[config.mk]
export PLATFORM = sky130hd
export DESIGN_NAME = seq_stage_ctrl_flat
export DESIGN_NICKNAME = d
export VERILOG_FILES = /design/src/rtl/seq_pkg.sv /design/src/rtl/seq_stage_ctrl_if.sv /design/src/rtl/seq_icode_class.sv /design/src/rtl/seq_stage_ctrl.sv /design/src/flat_wrapper.sv
export SDC_FILE = /design/constraint.sdc
export NUM_CORES = 1
export LEC_CHECK = 0
export ABC_AREA = 1
export CAP_MARGIN = 40
export CELL_PAD_IN_SITES_DETAIL_PLACEMENT = 1
export CELL_PAD_IN_SITES_GLOBAL_PLACEMENT = 2
export CORE_ASPECT_RATIO = 0.6
export CORE_MARGIN = 1
export CORE_UTILIZATION = 20
export CTS_CLUSTER_SIZE = 30
export DETAILED_ROUTE_END_ITERATION = 10
export PLACE_DENSITY_LB_ADDON = 0.1
export SLEW_MARGIN = 20
export SYNTH_ARGS = -nofsm -noshare
export SYNTH_HDL_FRONTEND = slang
export SYNTH_SLANG_ARGS = --single-unit
[constraint.sdc]
create_clock -name clk -period 1.85 [get_ports clk]
set_clock_uncertainty 0.15 [all_clocks]
set_input_delay 0.185 -clock clk [delete_from_list [all_inputs] [get_ports clk]]
set_output_delay 0.185 -clock clk [all_outputs]
set_load 0.02 [all_outputs]
[src/rtl/seq_pkg.sv]
// seq_pkg: shared icode, status and FSM state encodings for the sequential stage controller
package seq_pkg;
  localparam logic [3:0] I_HALT   = 4'h0;
  localparam logic [3:0] I_NOP    = 4'h1;
  localparam logic [3:0] I_RRMOVQ = 4'h2;
  localparam logic [3:0] I_IRMOVQ = 4'h3;
  localparam logic [3:0] I_RMMOVQ = 4'h4;
  localparam logic [3:0] I_MRMOVQ = 4'h5;
  localparam logic [3:0] I_OPQ    = 4'h6;
  localparam logic [3:0] I_JXX    = 4'h7;
  localparam logic [3:0] I_CALL   = 4'h8;
  localparam logic [3:0] I_RET    = 4'h9;
  localparam logic [3:0] I_PUSHQ  = 4'hA;
  localparam logic [3:0] I_POPQ   = 4'hB;

  localparam logic [2:0] STAT_AOK = 3'd1;
  localparam logic [2:0] STAT_HLT = 3'd2;
  localparam logic [2:0] STAT_ADR = 3'd3;
  localparam logic [2:0] STAT_INS = 3'd4;

  typedef logic [2:0] state_t;
  localparam state_t ST_IDLE      = 3'd0;
  localparam state_t ST_FETCH     = 3'd1;
  localparam state_t ST_DECODE    = 3'd2;
  localparam state_t ST_EXECUTE   = 3'd3;
  localparam state_t ST_MEMORY    = 3'd4;
  localparam state_t ST_WRITEBACK = 3'd5;
  localparam state_t ST_PCUPD     = 3'd6;
  localparam state_t ST_HALT      = 3'd7;
endpackage

[src/rtl/seq_stage_ctrl_if.sv]
// seq_stage_ctrl_if: fetch/memory handshake inputs and architectural status outputs of the controller
interface seq_stage_ctrl_if;
  logic        start;
  logic [63:0] start_pc;
  logic [3:0]  icode;
  logic        instr_valid;
  logic        imem_error;
  logic        mem_ready;
  logic        dmem_error;
  logic [63:0] pc_next;
  logic [63:0] pc;
  logic        fetch_en;
  logic        decode_en;
  logic        execute_en;
  logic        memory_en;
  logic        wb_en;
  logic        cc_we;
  logic [2:0]  stat;
  logic        halted;
  logic [31:0] instr_count;
  modport master (
    output start, start_pc, icode, instr_valid, imem_error, mem_ready, dmem_error, pc_next,
    input  pc, fetch_en, decode_en, execute_en, memory_en, wb_en, cc_we, stat, halted, instr_count
  );
  modport slave (
    input  start, start_pc, icode, instr_valid, imem_error, mem_ready, dmem_error, pc_next,
    output pc, fetch_en, decode_en, execute_en, memory_en, wb_en, cc_we, stat, halted, instr_count
  );
endinterface

[src/rtl/seq_icode_class.sv]
// seq_icode_class: classifies an icode as data-memory access and/or condition-code writer
module seq_icode_class
  import seq_pkg::*;
(
  input  logic [3:0] icode,
  output logic       is_mem,
  output logic       is_opq
);
  assign is_mem = icode inside {I_RMMOVQ, I_MRMOVQ, I_CALL, I_RET, I_PUSHQ, I_POPQ};
  assign is_opq = icode == I_OPQ;
endmodule

[src/rtl/seq_stage_ctrl.sv]
// seq_stage_ctrl: multi-cycle sequential processor stage sequencer with PC, status and retire counter
module seq_stage_ctrl
  import seq_pkg::*;
(
  input  logic             clk,
  input  logic             rst_n,
  seq_stage_ctrl_if.slave  bus
);
  state_t      state_q, state_d;
  logic [63:0] pc_q, pc_d;
  logic [2:0]  stat_q, stat_d;
  logic [31:0] instr_count_q, instr_count_d;
  logic        cc_we_q, cc_we_d;
  logic        is_mem, is_opq;

  seq_icode_class u_class (
    .icode  (bus.icode),
    .is_mem (is_mem),
    .is_opq (is_opq)
  );

  always_comb begin
    state_d       = state_q;
    pc_d          = pc_q;
    stat_d        = stat_q;
    instr_count_d = instr_count_q;
    cc_we_d       = 1'b0;
    case (state_q)
      ST_IDLE: if (bus.start) begin
        pc_d    = bus.start_pc;
        stat_d  = STAT_AOK;
        state_d = ST_FETCH;
      end
      ST_FETCH: begin
        state_d = (bus.imem_error || !bus.instr_valid || bus.icode == I_HALT) ? ST_HALT : ST_DECODE;
        stat_d  = bus.imem_error ? STAT_ADR : !bus.instr_valid ? STAT_INS :
                  (bus.icode == I_HALT) ? STAT_HLT : stat_q;
      end
      // cc_we is registered, so it is decided one cycle early to land exactly on EXECUTE
      ST_DECODE: begin
        state_d = ST_EXECUTE;
        cc_we_d = is_opq;
      end
      ST_EXECUTE: state_d = ST_MEMORY;
      ST_MEMORY: begin
        if (!is_mem)
          state_d = ST_WRITEBACK;
        else if (bus.mem_ready) begin
          state_d = bus.dmem_error ? ST_HALT : ST_WRITEBACK;
          stat_d  = bus.dmem_error ? STAT_ADR : stat_q;
        end
      end
      ST_WRITEBACK: state_d = ST_PCUPD;
      ST_PCUPD: begin
        pc_d          = bus.pc_next;
        instr_count_d = instr_count_q + 32'd1;
        state_d       = ST_FETCH;
      end
      default: state_d = ST_HALT;
    endcase
  end

  always_ff @(posedge clk) begin
    if (!rst_n) begin
      state_q       <= ST_IDLE;
      pc_q          <= '0;
      stat_q        <= STAT_AOK;
      instr_count_q <= '0;
      cc_we_q       <= 1'b0;
    end else begin
      state_q       <= state_d;
      pc_q          <= pc_d;
      stat_q        <= stat_d;
      instr_count_q <= instr_count_d;
      cc_we_q       <= cc_we_d;
    end
  end

  assign bus.pc          = pc_q;
  assign bus.stat        = stat_q;
  assign bus.instr_count = instr_count_q;
  assign bus.cc_we       = cc_we_q;
  assign bus.fetch_en    = state_q == ST_FETCH;
  assign bus.decode_en   = state_q == ST_DECODE;
  assign bus.execute_en  = state_q == ST_EXECUTE;
  assign bus.memory_en   = state_q == ST_MEMORY;
  assign bus.wb_en       = state_q == ST_WRITEBACK;
  assign bus.halted      = state_q == ST_HALT;
endmodule

[src/flat_wrapper.sv]
// flat-port wrapper written by rule: the top's interface ports become plain ports
module seq_stage_ctrl_flat import seq_pkg::*;
  (clk, rst_n, bus_start, bus_start_pc, bus_icode, bus_instr_valid, bus_imem_error, bus_mem_ready, bus_dmem_error, bus_pc_next, bus_pc, bus_fetch_en, bus_decode_en, bus_execute_en, bus_memory_en, bus_wb_en, bus_cc_we, bus_stat, bus_halted, bus_instr_count);
  seq_stage_ctrl_if bus_i ();
  input  logic clk;
  input  logic rst_n;
  input wire logic [$bits(bus_i.start)-1:0] bus_start;
  input wire logic [$bits(bus_i.start_pc)-1:0] bus_start_pc;
  input wire logic [$bits(bus_i.icode)-1:0] bus_icode;
  input wire logic [$bits(bus_i.instr_valid)-1:0] bus_instr_valid;
  input wire logic [$bits(bus_i.imem_error)-1:0] bus_imem_error;
  input wire logic [$bits(bus_i.mem_ready)-1:0] bus_mem_ready;
  input wire logic [$bits(bus_i.dmem_error)-1:0] bus_dmem_error;
  input wire logic [$bits(bus_i.pc_next)-1:0] bus_pc_next;
  output wire logic [$bits(bus_i.pc)-1:0] bus_pc;
  output wire logic [$bits(bus_i.fetch_en)-1:0] bus_fetch_en;
  output wire logic [$bits(bus_i.decode_en)-1:0] bus_decode_en;
  output wire logic [$bits(bus_i.execute_en)-1:0] bus_execute_en;
  output wire logic [$bits(bus_i.memory_en)-1:0] bus_memory_en;
  output wire logic [$bits(bus_i.wb_en)-1:0] bus_wb_en;
  output wire logic [$bits(bus_i.cc_we)-1:0] bus_cc_we;
  output wire logic [$bits(bus_i.stat)-1:0] bus_stat;
  output wire logic [$bits(bus_i.halted)-1:0] bus_halted;
  output wire logic [$bits(bus_i.instr_count)-1:0] bus_instr_count;
  assign bus_i.start = bus_start;
  assign bus_i.start_pc = bus_start_pc;
  assign bus_i.icode = bus_icode;
  assign bus_i.instr_valid = bus_instr_valid;
  assign bus_i.imem_error = bus_imem_error;
  assign bus_i.mem_ready = bus_mem_ready;
  assign bus_i.dmem_error = bus_dmem_error;
  assign bus_i.pc_next = bus_pc_next;
  assign bus_pc = bus_i.pc;
  assign bus_fetch_en = bus_i.fetch_en;
  assign bus_decode_en = bus_i.decode_en;
  assign bus_execute_en = bus_i.execute_en;
  assign bus_memory_en = bus_i.memory_en;
  assign bus_wb_en = bus_i.wb_en;
  assign bus_cc_we = bus_i.cc_we;
  assign bus_stat = bus_i.stat;
  assign bus_halted = bus_i.halted;
  assign bus_instr_count = bus_i.instr_count;
  seq_stage_ctrl u_core (.clk(clk), .rst_n(rst_n), .bus(bus_i));
endmodule
Yosys cells after proc, flatten, opt, wreduce, memory -nomap -nowiden
Index checks and enable logic that the tools add are counted.
{"block": "word_totals", "latchBits": 0, "mem_bits_ro": 0, "n_memories": 0, "ff_bits": 103, "input_bits": 139, "word_cells": 53, "ram_bits": 0, "output_inout_bits": 106}
{"block": "classes", "n_shift": 0, "reduce_logical": 12, "order_cmp": 0, "eq_ne": 20, "n_mul": 0, "mux": 15, "n_div": 0, "bitwise": 0, "add_sub_neg": 1}
{"op": "one-hot mux 64 bit (2 select lines)", "count": 1}
{"op": "2-to-1 mux 64 bit", "count": 1}
{"op": "adder 32 x 1 -> 32 bit (second input constant)", "count": 1}
{"op": "2-to-1 mux 3 bit", "count": 10}
{"op": "one-hot mux 3 bit (7 select lines)", "count": 1}
{"op": "equality test 4 bit (second input constant)", "count": 4}
{"op": "equality test 3 bit (second input constant)", "count": 4}
{"op": "equality test 4 x 3 -> 1 bit (second input constant)", "count": 3}
{"op": "one-hot mux 3 bit (3 select lines)", "count": 1}
{"op": "equality test 3 x 2 -> 1 bit (second input constant)", "count": 2}
{"op": "!= test 2 bit (second input constant)", "count": 3}
{"op": "AND reduction 2 bit", "count": 3}
{"op": "AND reduction 6 bit", "count": 1}
{"op": "nonzero test 6 bit", "count": 1}
{"op": "logical NOT 4 bit", "count": 1}
{"op": "!= test 4 x 3 -> 1 bit (second input constant)", "count": 1}
{"op": "equality test 3 x 1 -> 1 bit (second input constant)", "count": 1}
{"op": "logical NOT 3 bit", "count": 1}
{"op": "!= test 3 bit (second input constant)", "count": 1}
{"op": "nonzero test 3 bit", "count": 1}
{"op": "logical OR 1 bit", "count": 2}
{"op": "2-to-1 mux 2 bit", "count": 1}
{"op": "!= test 2 x 1 -> 1 bit (second input constant)", "count": 1}
{"op": "nonzero test 2 bit", "count": 1}
{"op": "logical NOT 1 bit", "count": 1}

Logic depth before layout (Yosys ltp)
{"block": "depth", "word_depth": 5, "depth_mapped": 11, "ltp_nobuf": 10}

Modules after synthesis
From an unflattened synthesis, not the netlist that was laid out.
{"block": "hier_totals", "cells_unflattened": 725, "area_unflattened_um2": 4954.8}
{"mod": "seq_stage_ctrl", "cells_each": 715, "area_per_inst_um2": 4916.0, "seq_area_each_um2": 2062.0, "instances": 1}
{"mod": "seq_icode_class", "cells_each": 10, "area_per_inst_um2": 38.8, "seq_area_each_um2": 0.0, "instances": 1}

Least setup slack after synthesis
Ideal clock, no wire load.
{"block": "synth_path", "path_kind": "register -> register", "from": "register u_core.instr_count_q[1], in the netlist u_core.bus.instr_count[1]", "to": "register u_core.instr_count_q[8], in the netlist u_core.bus.instr_count[8]", "setup_time_ns": 0.119, "path_stages_with_launch": 9, "required_ns": 1.581, "t_arrival_ns": 1.363, "n_path_buf": 0, "synth_period_minus_slack_ns": 1.632, "slack_ns": 0.218, "cell_sequence": "dfxtp_1 ha_1 nand3_1 inv_1 nand2_1 nor2_1 nand2_1 o21ai_0 a21oi_1"}
{"block": "synth_via", "elab_chain_len": 1}
{"item": "from (decl)", "line": "seq_stage_ctrl.sv:12", "rtl": "logic [31:0] instr_count_q, instr_count_d;"}
{"item": "from (signal assigned)", "line": "seq_stage_ctrl.sv:74", "rtl": "instr_count_q <= instr_count_d;"}
{"item": "adder 32 x 1 -> 32 bit", "line": "seq_stage_ctrl.sv:56", "rtl": "instr_count_d = instr_count_q + 32'd1;"}
No other way between the ends.
A chain may end at the register's enable or synchronous reset.

Worst setup path in the final report
{"block": "layout_path", "from": "register u_core.instr_count_q[18], in the netlist u_core.bus.instr_count[18]", "to": "output port bus_instr_count[18]"}
{"item": "to (decl)", "line": "flat_wrapper.sv:24", "rtl": "output wire logic [$bits(bus_i.instr_count)-1:0] bus_instr_count;"}
No word-level cell between the ends.

==> impl_results.md <==
* Initial drt markers at around 270
* Via density at roughly 4.3
* Total Wirelength at about 21000 µm
* CP startpoint kind: flop
* RSZ-0062 raised after global routing: true
* Commonest non-fill, non-tap cell in the layout: nand2_1
* Synth Flop Type: dfxtp_1
* Worst Path Max Fanout at 4
* Number of synthesized flops with an enable pin at 0
* DRC Markers at 0
* Port buffer count at about 240
* Post-Syn Nets at approximately 870
* FF+latch area at 2067 µm²
* Fin util at between 30% and 40%
* CP cell instances: clkdlybuf4s50_1
* Post-route ant nets at 0
* Clk slew on worst S/H paths at around 0.07 ns
* Max Buffers Root-to-Sink at 2
* Most frequent cells in the layout: nand2_1, clkdlybuf4s50_1, dfxtp_1
* Clock Sinks at just over 100
* Global Route Usage Sum at between 15 and 20%
* Row cnt at between 40 and 50
* Seq/Total Area, Yosys at slightly above 40%
* Crit-path max cell delay at 0.66 ns
* Vias in the first global route at between 5000 and 6000
* # IOs at 245
* # setup viols final at 0
* Worst skew pair latency at roughly 0.36 ns
* Max_cap viols at 0
* Mapped Cells at 725
* Run status: completed
* Core Area at around 24000 µm²
* CTS buffer count at 9
* Total negative slack at 0 ns
* Initial Util at approximately 21%
* Fillers at around 3000
* Worst Path Buf+Inv at 1
* Area of the multi-input gates at 2444 µm²
* Final Max Tran Viols at 0
* DIE WIDTH at just over 200 µm
* Die Ht at 124.2 µm
* Largest net degree at the start of global routing at 52
* Post-synthesis cell area at 4979 µm²
* WP data arrival at 1.48 ns
* Via Count at 5627
* First-pass detailed-route iteration total at 4
* Post-CTS Hold Buffers at 0
* Initial antenna violation count at 0
* Hold Path Class: primary input to flop
* Final Cycle Share at between 90% and 100%
* Gr ovfl total at 0
* Dpl hpwl at roughly 16000 µm
* Minimum clock period at around 1.8 ns
* Crit path max-delay family: buffers and inverters
* Slew headroom at 66.15%
* Hold violation count in the final report at 0
* Drt wl/cell at roughly 16 µm
* Count of state elements after synthesis at 103
* Die area at 25550 µm²
* CP max-delay cell: clkdlybuf4s50_1
* Leak at ~3.4 nW
* Final net count at approximately 1100
* Peak supply drop at around 0.44 mV
* Post-synthesis cell type count at 34
* Layout area overhead at 64.41%
* Avg Inst Size Synth at around 6.9 µm²
* Pwr dens at 929.9 nW/µm²
* H-tree depth at 3
* CTS tree: done
* Worst-margin pin slew at about 0.51 ns
* Synth warnings at 0
* GPL Wtd Cong at between 0.7 and 0.8
* Async SR Flop Fraction at 0%
* Critical path required time at roughly 1.5 ns
* Clock Tree Root: clkbuf_16
* Share of cells above drive strength 1 at under 10%
* First-pass GRT wire length at roughly 33000 µm
* Post-CTS Setup Inserts at 0
* Fmax at between 500 and 600 MHz
* Critical Path Sink Type: output port
* Kind of critical path: flop to output port
* ANT cells at 0
[metal layers]
layer / GRT usage [%] / up-vias / share of wire [%]
met5: 0 / - / 0
met1: 24.71 / 2542 / 52
met2: 23.05 / 158 / 39
li1: - / 2912 / -
met3: 6.145 / 15 / 7.9
met4: 3.834 / 0 / 1.2
[power breakdown]
group	switching, mW	internal (mW)
sequential	0.227	2.61
combinational	1.56	1.35
clock	0.925	0.942
total	2.71	4.90
[repair_timing]
item,CTS,global route
endpoints found under the setup margin,15,22
resized for setup,20,23
pin swaps,0,0
[cell usage after synthesis, types with 3 or more instances]
| cell | n | area [µm²] |
|---|---|---|
| nand2_1 | 228 | 855.8 |
| dfxtp_1 | 103 | 2062 |
| nor2_1 | 67 | 251.5 |
| a31oi_1 | 64 | 400.4 |
| o21ai_1 | 57 | 285.3 |
| inv_1 | 54 | 202.7 |
| nand3_1 | 24 | 120.1 |
| o21ai_0 | 20 | 100.1 |
| a21oi_1 | 17 | 85.08 |
| nand4_1 | 17 | 106.4 |
| clkbuf_1 | 16 | 60.06 |
| buf_2 | 10 | 50.05 |
| buf_8 | 7 | 105.1 |
| buf_4 | 5 | 37.54 |
| nor3_1 | 5 | 25.02 |
| nor2_2 | 4 | 25.02 |
| nand2_2 | 3 | 18.77 |
[final cells by class]
type	count	area share, %
clock buffers	10	2.920
inverters	58	2.706
repair buffers	280	33.92
flip-flops and latches	103	25.25
well taps	322	4.922
multi-input cells	523	29.85
clock inverters	5	0.4280
[worst paths after layout]
kind / from / to / slack (ns) / cells past startpoint
setup reg to reg: u_core.bus.instr_count[0] / u_core.bus.instr_count[16] / 0.15 / 9
hold reg to reg: u_core.bus.stat[0] / u_core.bus.stat[0] / 0.33 / 2
hold / removal: rst_n / u_core.bus.instr_count[5] / 0.08 / 3
setup / recovery: u_core.bus.instr_count[18] / bus_instr_count[18] / 0.03 / 1
[through the flow]
step | instance area [µm²] | hold WS [ns] | std cells | total power, mW | setup WS, ns
floorplan | 4979 | 0.1115 | 725 | 4.454 | 0.2175
global placement | 7885 | 0.3048 | 1286 | 5.835 | 0.03726
detailed placement | 7885 | 0.3143 | 1286 | 5.821 | 0.04058
CTS | 8152 | 0.06205 | 1301 | 7.760 | 0.004234
global route | 8185 | 0.08181 | 1301 | 8.115 | -0.01513
finish | 8185 | 0.08149 | 1301 | 7.611 | 0.03100
[sequential cells by signal, indices dropped and copies added (netlist names)]
name                    count
u_core.bus.instr_count     32
u_core.bus.cc_we            1
u_core.bus.stat             3
u_core.state_q              3
u_core.bus.pc              64
[kinds of logic (layout without fill, tap and decap cells)]
kind of cell | after synthesis | in the layout | synth area share (%)
adders and majority gates | 1 | 1 | 0.2513
DFF | 103 | 103 | 41.42
and+or+nand+nor | 358 | 358 | 29.98
AOI/OAI and AO/OA | 162 | 162 | 18.09
buffers and inverters | 99 | 353 | 9.902
xor gates and xnor gates | 2 | 2 | 0.3519
Note: power is estimated with default switching activity, not from simulation.
